$ cat src/rtl/bcd_7seg_scan.sv
// bcd_7seg_scan: captures three BCD digits on a load strobe into a pending buffer and
// transfers them to the display buffer only at a frame boundary, so a frame never shows
// mixed values. The display buffer is time-multiplexed onto a 3-digit common-anode
// 7-segment display. Every digit dwell begins with one all-dark gap cycle against ghosting.
//
// Ports:
//   clk        - system clock, rising edge
//   rst_n      - asynchronous active-low reset
//   load       - one-cycle strobe, captures hundreds/tens/ones into the pending buffer
//   hundreds   - BCD hundreds digit
//   tens       - BCD tens digit
//   ones       - BCD ones digit
//   blank_lz   - 1 = suppress leading zeros (sampled live)
//   seg        - segments {g,f,e,d,c,b,a}, polarity set by SEG_ACTIVE_LOW
//   an         - digit selects {hundreds,tens,ones}, polarity set by AN_ACTIVE_LOW
//   digit_err  - 1 while any displayed digit is greater than 9
//   frame_done - one-cycle pulse on the last dwell cycle of the ones digit

module bcd_7seg_scan #(
    parameter int unsigned REFRESH_DIV    = 50000,
    parameter bit          SEG_ACTIVE_LOW = 1'b1,
    parameter bit          AN_ACTIVE_LOW  = 1'b1
) (
    input  logic       clk,
    input  logic       rst_n,
    input  logic       load,
    input  logic [3:0] hundreds,
    input  logic [3:0] tens,
    input  logic [3:0] ones,
    input  logic       blank_lz,
    output logic [6:0] seg,
    output logic [2:0] an,
    output logic       digit_err,
    output logic       frame_done
);

    localparam int unsigned    CntW   = $clog2(REFRESH_DIV);
    localparam logic [CntW-1:0] CntMax = CntW'(REFRESH_DIV - 1);
    localparam logic [6:0]     SegOff = SEG_ACTIVE_LOW ? 7'h7F : 7'h00;
    localparam logic [2:0]     AnOff  = AN_ACTIVE_LOW ? 3'b111 : 3'b000;

    typedef enum logic [1:0] {StH, StT, StO} state_e;

    state_e          state_q, state_d;
    logic [CntW-1:0] cnt_q, cnt_d;
    logic [3:0]      pend_h_q, pend_h_d, pend_t_q, pend_t_d, pend_o_q, pend_o_d;
    logic            pend_valid_q, pend_valid_d;
    logic [3:0]      disp_h_q, disp_h_d, disp_t_q, disp_t_d, disp_o_q, disp_o_d;
    logic [6:0]      seg_q, seg_d;
    logic [2:0]      an_q, an_d;
    logic            err_q, err_d;
    logic            frame_done_q, frame_done_d;

    logic            dwell_end;
    logic            boundary;
    logic [3:0]      cur_digit;
    logic            cur_blank;
    logic [2:0]      an_ah;
    logic [6:0]      seg_ah;

    // Active-high segment pattern {g,f,e,d,c,b,a}; non-BCD codes show a dash.
    function automatic logic [6:0] decode(input logic [3:0] v);
        logic [6:0] p;
        case (v)
            4'd0:    p = 7'h3F;
            4'd1:    p = 7'h06;
            4'd2:    p = 7'h5B;
            4'd3:    p = 7'h4F;
            4'd4:    p = 7'h66;
            4'd5:    p = 7'h6D;
            4'd6:    p = 7'h7D;
            4'd7:    p = 7'h07;
            4'd8:    p = 7'h7F;
            4'd9:    p = 7'h6F;
            default: p = 7'h40;
        endcase
        return p;
    endfunction

    always_comb begin
        dwell_end = (cnt_q == CntMax);
        boundary  = dwell_end && (state_q == StO);

        // Scan counter and digit FSM
        cnt_d   = dwell_end ? '0 : cnt_q + 1'b1;
        state_d = state_q;
        if (dwell_end) begin
            case (state_q)
                StH:     state_d = StT;
                StT:     state_d = StO;
                default: state_d = StH;
            endcase
        end

        // Double buffer: the transfer uses the old pending value, so a load on the
        // boundary cycle lands in pending and waits for the next boundary.
        pend_h_d     = pend_h_q;
        pend_t_d     = pend_t_q;
        pend_o_d     = pend_o_q;
        pend_valid_d = pend_valid_q;
        disp_h_d     = disp_h_q;
        disp_t_d     = disp_t_q;
        disp_o_d     = disp_o_q;
        if (boundary && pend_valid_q) begin
            disp_h_d     = pend_h_q;
            disp_t_d     = pend_t_q;
            disp_o_d     = pend_o_q;
            pend_valid_d = 1'b0;
        end
        if (load) begin
            pend_h_d     = hundreds;
            pend_t_d     = tens;
            pend_o_d     = ones;
            pend_valid_d = 1'b1;
        end

        // Digit selection for the current count; count 0 is the dark gap.
        cur_digit = disp_o_q;
        cur_blank = 1'b0;
        an_ah     = 3'b000;
        case (state_q)
            StH: begin
                cur_digit = disp_h_q;
                cur_blank = blank_lz && (disp_h_q == 4'd0);
                an_ah     = 3'b100;
            end
            StT: begin
                cur_digit = disp_t_q;
                cur_blank = blank_lz && (disp_h_q == 4'd0) && (disp_t_q == 4'd0);
                an_ah     = 3'b010;
            end
            default: begin
                cur_digit = disp_o_q;
                cur_blank = 1'b0;
                an_ah     = 3'b001;
            end
        endcase

        seg_ah = cur_blank ? 7'h00 : decode(cur_digit);
        if (cnt_q == '0) begin
            seg_ah = 7'h00;
            an_ah  = 3'b000;
        end

        seg_d = SEG_ACTIVE_LOW ? ~seg_ah : seg_ah;
        an_d  = AN_ACTIVE_LOW ? ~an_ah : an_ah;

        err_d = (disp_h_q > 4'd9) || (disp_t_q > 4'd9) || (disp_o_q > 4'd9);

        // Look ahead one cycle so the registered pulse coincides with the boundary cycle.
        frame_done_d = (state_d == StO) && (cnt_d == CntMax);
    end

    always_ff @(posedge clk or negedge rst_n) begin
        if (!rst_n) begin
            state_q      <= StH;
            cnt_q        <= '0;
            pend_h_q     <= 4'd0;
            pend_t_q     <= 4'd0;
            pend_o_q     <= 4'd0;
            pend_valid_q <= 1'b0;
            disp_h_q     <= 4'd0;
            disp_t_q     <= 4'd0;
            disp_o_q     <= 4'd0;
            seg_q        <= SegOff;
            an_q         <= AnOff;
            err_q        <= 1'b0;
            frame_done_q <= 1'b0;
        end else begin
            state_q      <= state_d;
            cnt_q        <= cnt_d;
            pend_h_q     <= pend_h_d;
            pend_t_q     <= pend_t_d;
            pend_o_q     <= pend_o_d;
            pend_valid_q <= pend_valid_d;
            disp_h_q     <= disp_h_d;
            disp_t_q     <= disp_t_d;
            disp_o_q     <= disp_o_d;
            seg_q        <= seg_d;
            an_q         <= an_d;
            err_q        <= err_d;
            frame_done_q <= frame_done_d;
        end
    end

    assign seg        = seg_q;
    assign an         = an_q;
    assign digit_err  = err_q;
    assign frame_done = frame_done_q;

endmodule

$ cat config.mk
export PLATFORM = sky130hd
export DESIGN_NAME = bcd_7seg_scan
export DESIGN_NICKNAME = d
export VERILOG_FILES = /design/src/rtl/bcd_7seg_scan.sv
export SDC_FILE = /design/constraint.sdc
export NUM_CORES = 1
export LEC_CHECK = 0
export BUFFER_PORTS_ARGS = -buffer_cell sky130_fd_sc_hd__buf_2
export CORE_MARGIN = 2
export CORE_UTILIZATION = 62
export DETAILED_ROUTE_END_ITERATION = 16
export GPL_TIMING_DRIVEN = 0
export HOLD_SLACK_MARGIN = 0.05
export PLACE_DENSITY_LB_ADDON = 0.05
export SYNTH_ARGS = -nofsm -noshare
export SYNTH_HDL_FRONTEND = slang
export SYNTH_SLANG_ARGS = --single-unit
$ cat constraint.sdc
create_clock -name clk -period 5.7 [get_ports clk]
set_clock_uncertainty 0.2 [all_clocks]
set_input_delay 0.57 -clock clk [delete_from_list [all_inputs] [get_ports clk]]
set_output_delay 0.57 -clock clk [all_outputs]
set_load 0.03 [all_outputs]
## After elaboration in Yosys (flattened, before gate mapping)

Memory sizes are Yosys's and may differ from the RTL's.
Index checks and enable logic that the tools add are counted.

- Add/sub/neg operators: 1
- $lt $le $gt $ge: 3
- Equality and inequality tests: 5
- Mux-type cells: 11
- Bitwise gates (word level): 2
- Reduce and logical (&&, ||, !) cells: 12

Operators with widths:

| cell | number |
|---|---|
| $eq A16 B16 Y1 const B | 2 |
| $add A16 B1 Y16 const B | 1 |
| $logic_not A16 Y1 | 1 |
| $mux W16 | 1 |
| $mux W7 | 2 |
| $gt A4 B4 Y1 const B | 3 |
| $logic_not A4 Y1 | 2 |
| $pmux W4 S2 | 1 |
| $not A7 Y7 | 1 |
| $pmux W3 S2 | 1 |
| $logic_and A1 B1 Y1 | 5 |
| $eq A2 B2 Y1 const B | 2 |
| $pmux W2 S2 | 1 |
| $mux W3 | 1 |
| $not A3 Y3 | 1 |
| $eq A2 B1 Y1 const B | 1 |
| $logic_not A2 Y1 | 1 |
| $logic_or A1 B1 Y1 | 2 |
| $mux W1 | 2 |
| $mux W2 | 1 |
| $pmux W1 S2 | 1 |
| $reduce_bool A2 Y1 | 1 |

- Flip-flop bits (word level): 55
- Memory bits (read-only): 112
- Bits of input ports: 16
- Output and inout bits: 12
- Word-level logic and storage cells: 48
- Memories kept: 1

Memories:

| memory | words | bits a word | read ports | clocked after memory_dff | write ports | line | source |
|---|---|---|---|---|---|---|---|
| (no name shown) | 16 | 7 | 1 | 0 | 0 | 64 | `case (v)` |

## Longest topological paths before layout

- Word-level depth: 7
- Depth in mapped cells: 8
- Mapped depth without buffers: 7

## Worst setup path before layout

Ideal clock, no wire load.

- Path type: register -> register
- Start: reg cnt_q[7]
- End: reg disp_h_q[0]
- Arrival time: 1.661 ns
- Required time: 5.375 ns
- Setup slack: 3.714 ns
- Cell stages (with the launch flop): 7
- Buffers on the path: 1
- Cell sequence: dfrtp_1 -> nor4_4 -> nand3_2 -> nor2_4 -> and3_4 -> buf_12 -> mux2_4

- Longest elaborated chain between the ends: 3

Ends and longest elaborated chain:

| element | line | source |
|---|---|---|
| from (decl) | 45 | `logic [CntW-1:0] cnt_q, cnt_d;` |
| from (signal assigned) | 171 | `cnt_q <= cnt_d;` |
| $eq A16 B16 Y1 | 81 | `dwell_end = (cnt_q == CntMax);` |
| $logic_and A1 B1 Y1 | 82 | `boundary = dwell_end && (state_q == StO);` |
| $logic_and A1 B1 Y1 | 104 | `if (boundary && pend_valid_q) begin` |
| to (signal assigned) | 176 | `disp_h_q <= disp_h_d;` |
| to (decl) | 48 | `logic [3:0] disp_h_q, disp_h_d, disp_t_q, disp_t_d, disp_o_q, disp_o_d;` |

No other way between the ends.
A chain may end at the register's enable or synchronous reset.

## Worst setup path after layout

- Start: reg state_q[0]
- End: reg seg_q[3] (netlist: seg[3])

- Longest elaborated chain between the ends: 6
- Elaborated cells on any way between the ends: 8

Ends and longest elaborated chain:

| element | line | source |
|---|---|---|
| from (decl) | 44 | `state_e state_q, state_d;` |
| from (signal assigned) | 156 | `state_q <= StH;` |
| from (signal assigned) | 170 | `state_q <= state_d;` |
| $eq A2 B1 Y1 / $logic_not A2 Y1 (equally long branches) | 121 | `case (state_q)` |
| $pmux W4 S2 | 121 |  |
| $mem_v2 Z16 W7 | n/a |  |
| $mux W7 (*) | 139 | `seg_ah = cur_blank ? 7'h00 : decode(cur_digit);` |
| $mux W7 (*) | 140 | `if (cnt_q == '0) begin` |
| $not A7 Y7 (*) | 145 | `seg_d = SEG_ACTIVE_LOW ? ~seg_ah : seg_ah;` |
| named net seg_d[3] | 49 | `logic [6:0] seg_q, seg_d;` |
| to (signal assigned) | 165 | `seg_q <= SegOff;` |
| to (signal assigned) | 179 | `seg_q <= seg_d;` |
| to (decl) | 49 |  |

The timed path passes the listed nets; every way through them passes the cells marked *.

==> impl_metrics.toml <==
[outcome]
outcome = "completed"

[setup_path]
crit_path_max_fanout = 10
end_kind = "register"
critPathTopFamily = "compound AO/OA/AOI/OAI gates"
startpoint_type = "register"
crit_slowest_cell = "o21ai_0"
critPathBufInv = 2
crit_chain = "buf_2, mux2i_1, o21ai_0, inv_1, ha_1, mux2i_1, and2_1, o21ai_0"
critical_path_class = "reg -> reg"
cp.arrival_ps = 2340
crit_required_ps = 5700
cpPeakStageDelay_ps = 490

[synthesis]
synth_xor_xnor_area_share = 0.0461
synthCells = 224
synthSimpleGateAreaFrac = 0.169
synth_top_family_by_area = "simple AND/OR/NAND/NOR gates"
synth_mux_area_frac = 0.147
syn_area_um2 = 2660
synth_most_common_cell = "dfrtp_1"
ys_ff_latch = 55
synth_common_cells = "45 x dfrtp_1, 17 x mux2_2, 17 x nand2_1, 17 x nor2_1, 14 x o21ai_0"
synth_nets = 247
synth_area_leaders = "dfrtp_1 42%, dfstp_2 9.9%, mux2_2 7.2%, mux2_4 5.6%, ha_1 3.3%"
ys.flop_type = "dfrtp_1"
synth_top_area_frac = 0.424
synth.avg_cell_area_um2 = 11.9
yosys.area.top_type = "dfrtp_1"
synth_compound_area_frac = 0.0527
yosys_warnings = 0
yosysUniqueCellTypes = 44
yosysSeqAreaShare = 0.522
synth_edf_count = 0
synth-async-reset-ratio = 1.00
yosys.area_share.adder = 0.0329

[power_and_ir_drop]
power_density_nw_per_um2 = 223
switching_share = 0.216
pwr-share-seq = 0.620
power.internal_uw = 514
switchingPower_uw = 142
peakVddDrop_uv = 200
comb_power_share = 0.050
leakage_nw = 1.38
p_clk_frac = 0.330
p_total_uw = 656

[routing]
drt_iter0_markers = 80
wl_per_cell_um = 14.9
drc_errors = 0
wirelength_um = 4610
antenna_left = 0
firstDrtPassIters = 4
viasPerCell = 5.56
vias = 1718

[sta]
finalCritPeriodShare = 0.411
hold_viol = 0
rsz0062_at_grt = "false"
tns_ps = 0
fmax_ghz = 0.426
slew_viol_final = 0
finalWorstPathRequiredPeriod_ps = 2350
slew_headroom = 0.219
hold_ws_ps = 294
tightest_slew_ps = 1170
setup_viol = 0

[floorplanning]
rows = 23
core_um2 = 4060
io_pins = 28
die_x_um = 69.5
die_h_um = 69.5
start_util = 0.655
dieArea_um2 = 4830

[finish]
antennaDiodeCount = 0
drive_gt1_frac = 0.336
areaGrowthSynthToFinish_pct = 10.9
stdcell_count = 309
final_nets = 281

[place]
gp_congestion = 0.858
dp.cells = 301
portBuffers = 27
dpl.hpwl_um = 3340

[clocking]
cts-root-buf = "clkbuf_8"
cts-htree-levels = 2
cts_tree = "done"
cts_max_path_buffers = 2
postCtsHoldBufs = 0
clkSlewWorstSetupHoldPaths_ps = 90
ctsResizeCount = 0
clk_latency_ps = 300
clkSinkCount = 55
cts_buffers = 5
cts_setup_buffers = 0

[global_route]
antenna_found_initial = 0
globalRouteTotalUtil = 0.210
grt_pass1_wl_um = 8000
grt_pass1_vias = 1699
grt_start_max_net_pins = 56
gr-total-overflow = 0

[flow_run]
max-cap-violations = 0

[worst_hold_path]
hp-class = "in -> reg"
## state kept, by name, indices dropped and copies added, names as in the netlist, 3 cells and up
register	flops
pend_o_q	4
cnt_q	16
an	3
seg	7
pend_t_q	4
disp_o_q	4
disp_h_q	4
pend_h_q	4
disp_t_q	4
## stage by stage
| step | setup WS [ps] | area [µm²] | util |
|---|---|---|---|
| 5_1_grt | 3070 | 2950 | 0.726 |
| 4_1_cts | 3360 | 2950 | 0.726 |
| 3_5_place_dp | 3420 | 2860 | 0.704 |
| 6_report | 3350 | 2950 | 0.726 |
| 3_3_place_gp | 3450 | 2860 | 0.704 |
| 2_1_floorplan | 3710 | 2660 | - |
## cell type report
cell class              count  area, µm²
flip-flops and latches     55       1390
well taps                  50       62.6
fillers                   289       1110
plain buffers               7       48.8
clock buffers               7       86.3
repair buffers             27        135
multi-input cells         154       1190
inverters                   8       30.0
clock inverters             1       5.00
## cell usage in the layout, fill, tap and decap left out, drive strengths merged, types with 2 or more instances in the layout
master / n
a21oi: 2
a31oi: 2
and3: 3
buf: 33
clkbuf: 8
dfrtp: 45
dfstp: 10
ha: 7
inv: 8
mux2: 27
mux2i: 5
nand2: 17
nand3: 13
nand4: 4
nor2: 18
nor3: 6
nor4: 5
o21ai: 15
or2: 2
xnor2: 4
xor2: 10
## power groups by stage
stage | sequential (mW) | clock [mW] | combinational, mW
after floorplan | 0.418 | 0 | 0.0120
after global placement | 0.414 | 0 | 0.0323
after detailed placement | 0.415 | 0 | 0.0335
after CTS | 0.407 | 0.221 | 0.0335
after global routing | 0.408 | 0.239 | 0.0365
final | 0.407 | 0.217 | 0.0325
## cells by family after synthesis
| group | count (synthesis) |
|---|---|
| xor gates and xnor gates | 14 |
| muxes | 32 |
| DFF | 55 |
| adders and majority gates | 7 |
| AOI/OAI and AO/OA | 24 |
| buffers and inverters | 15 |
| and+or+nand+nor | 77 |
## routing by layer
layer  GRT usage  wire length (µm)  vias to the layer above  share of wire
met2       0.321              2060                       34           0.45
met4      0.0675                61                        0          0.013
li1            -                 -                      852              -
met5           0                 0                        -              0
met3      0.0509               206                        6          0.045
met1       0.299              2290                      826           0.50
## worst register-to-register path, stage by stage, from the launching register on
cell and delay (ps):
dfrtp_1 370, buf_2 190, mux2i_1 140, o21ai_0 490
inv_1 260, ha_1 260, mux2i_1 120, and2_1 150
o21ai_0 90
## path summary, 6_finish.rpt
kind | cells past startpoint | start | end | slack (ps)
hold reg to reg | 1 | pend_valid_q | pend_valid_q | 300
min in group asynchronous | 1 | rst_n | cnt_q[4] | 300
max in group asynchronous | 1 | rst_n | disp_o_q[1] | 4300
hold / removal | 2 | tens[3] | pend_t_q[3] | 290
setup / recovery | 8 | state_q[0] | seg[3] | 3350
setup reg to reg | 8 | state_q[0] | seg[3] | 3350
No activity file was read; power rests on OpenSTA's default activity.
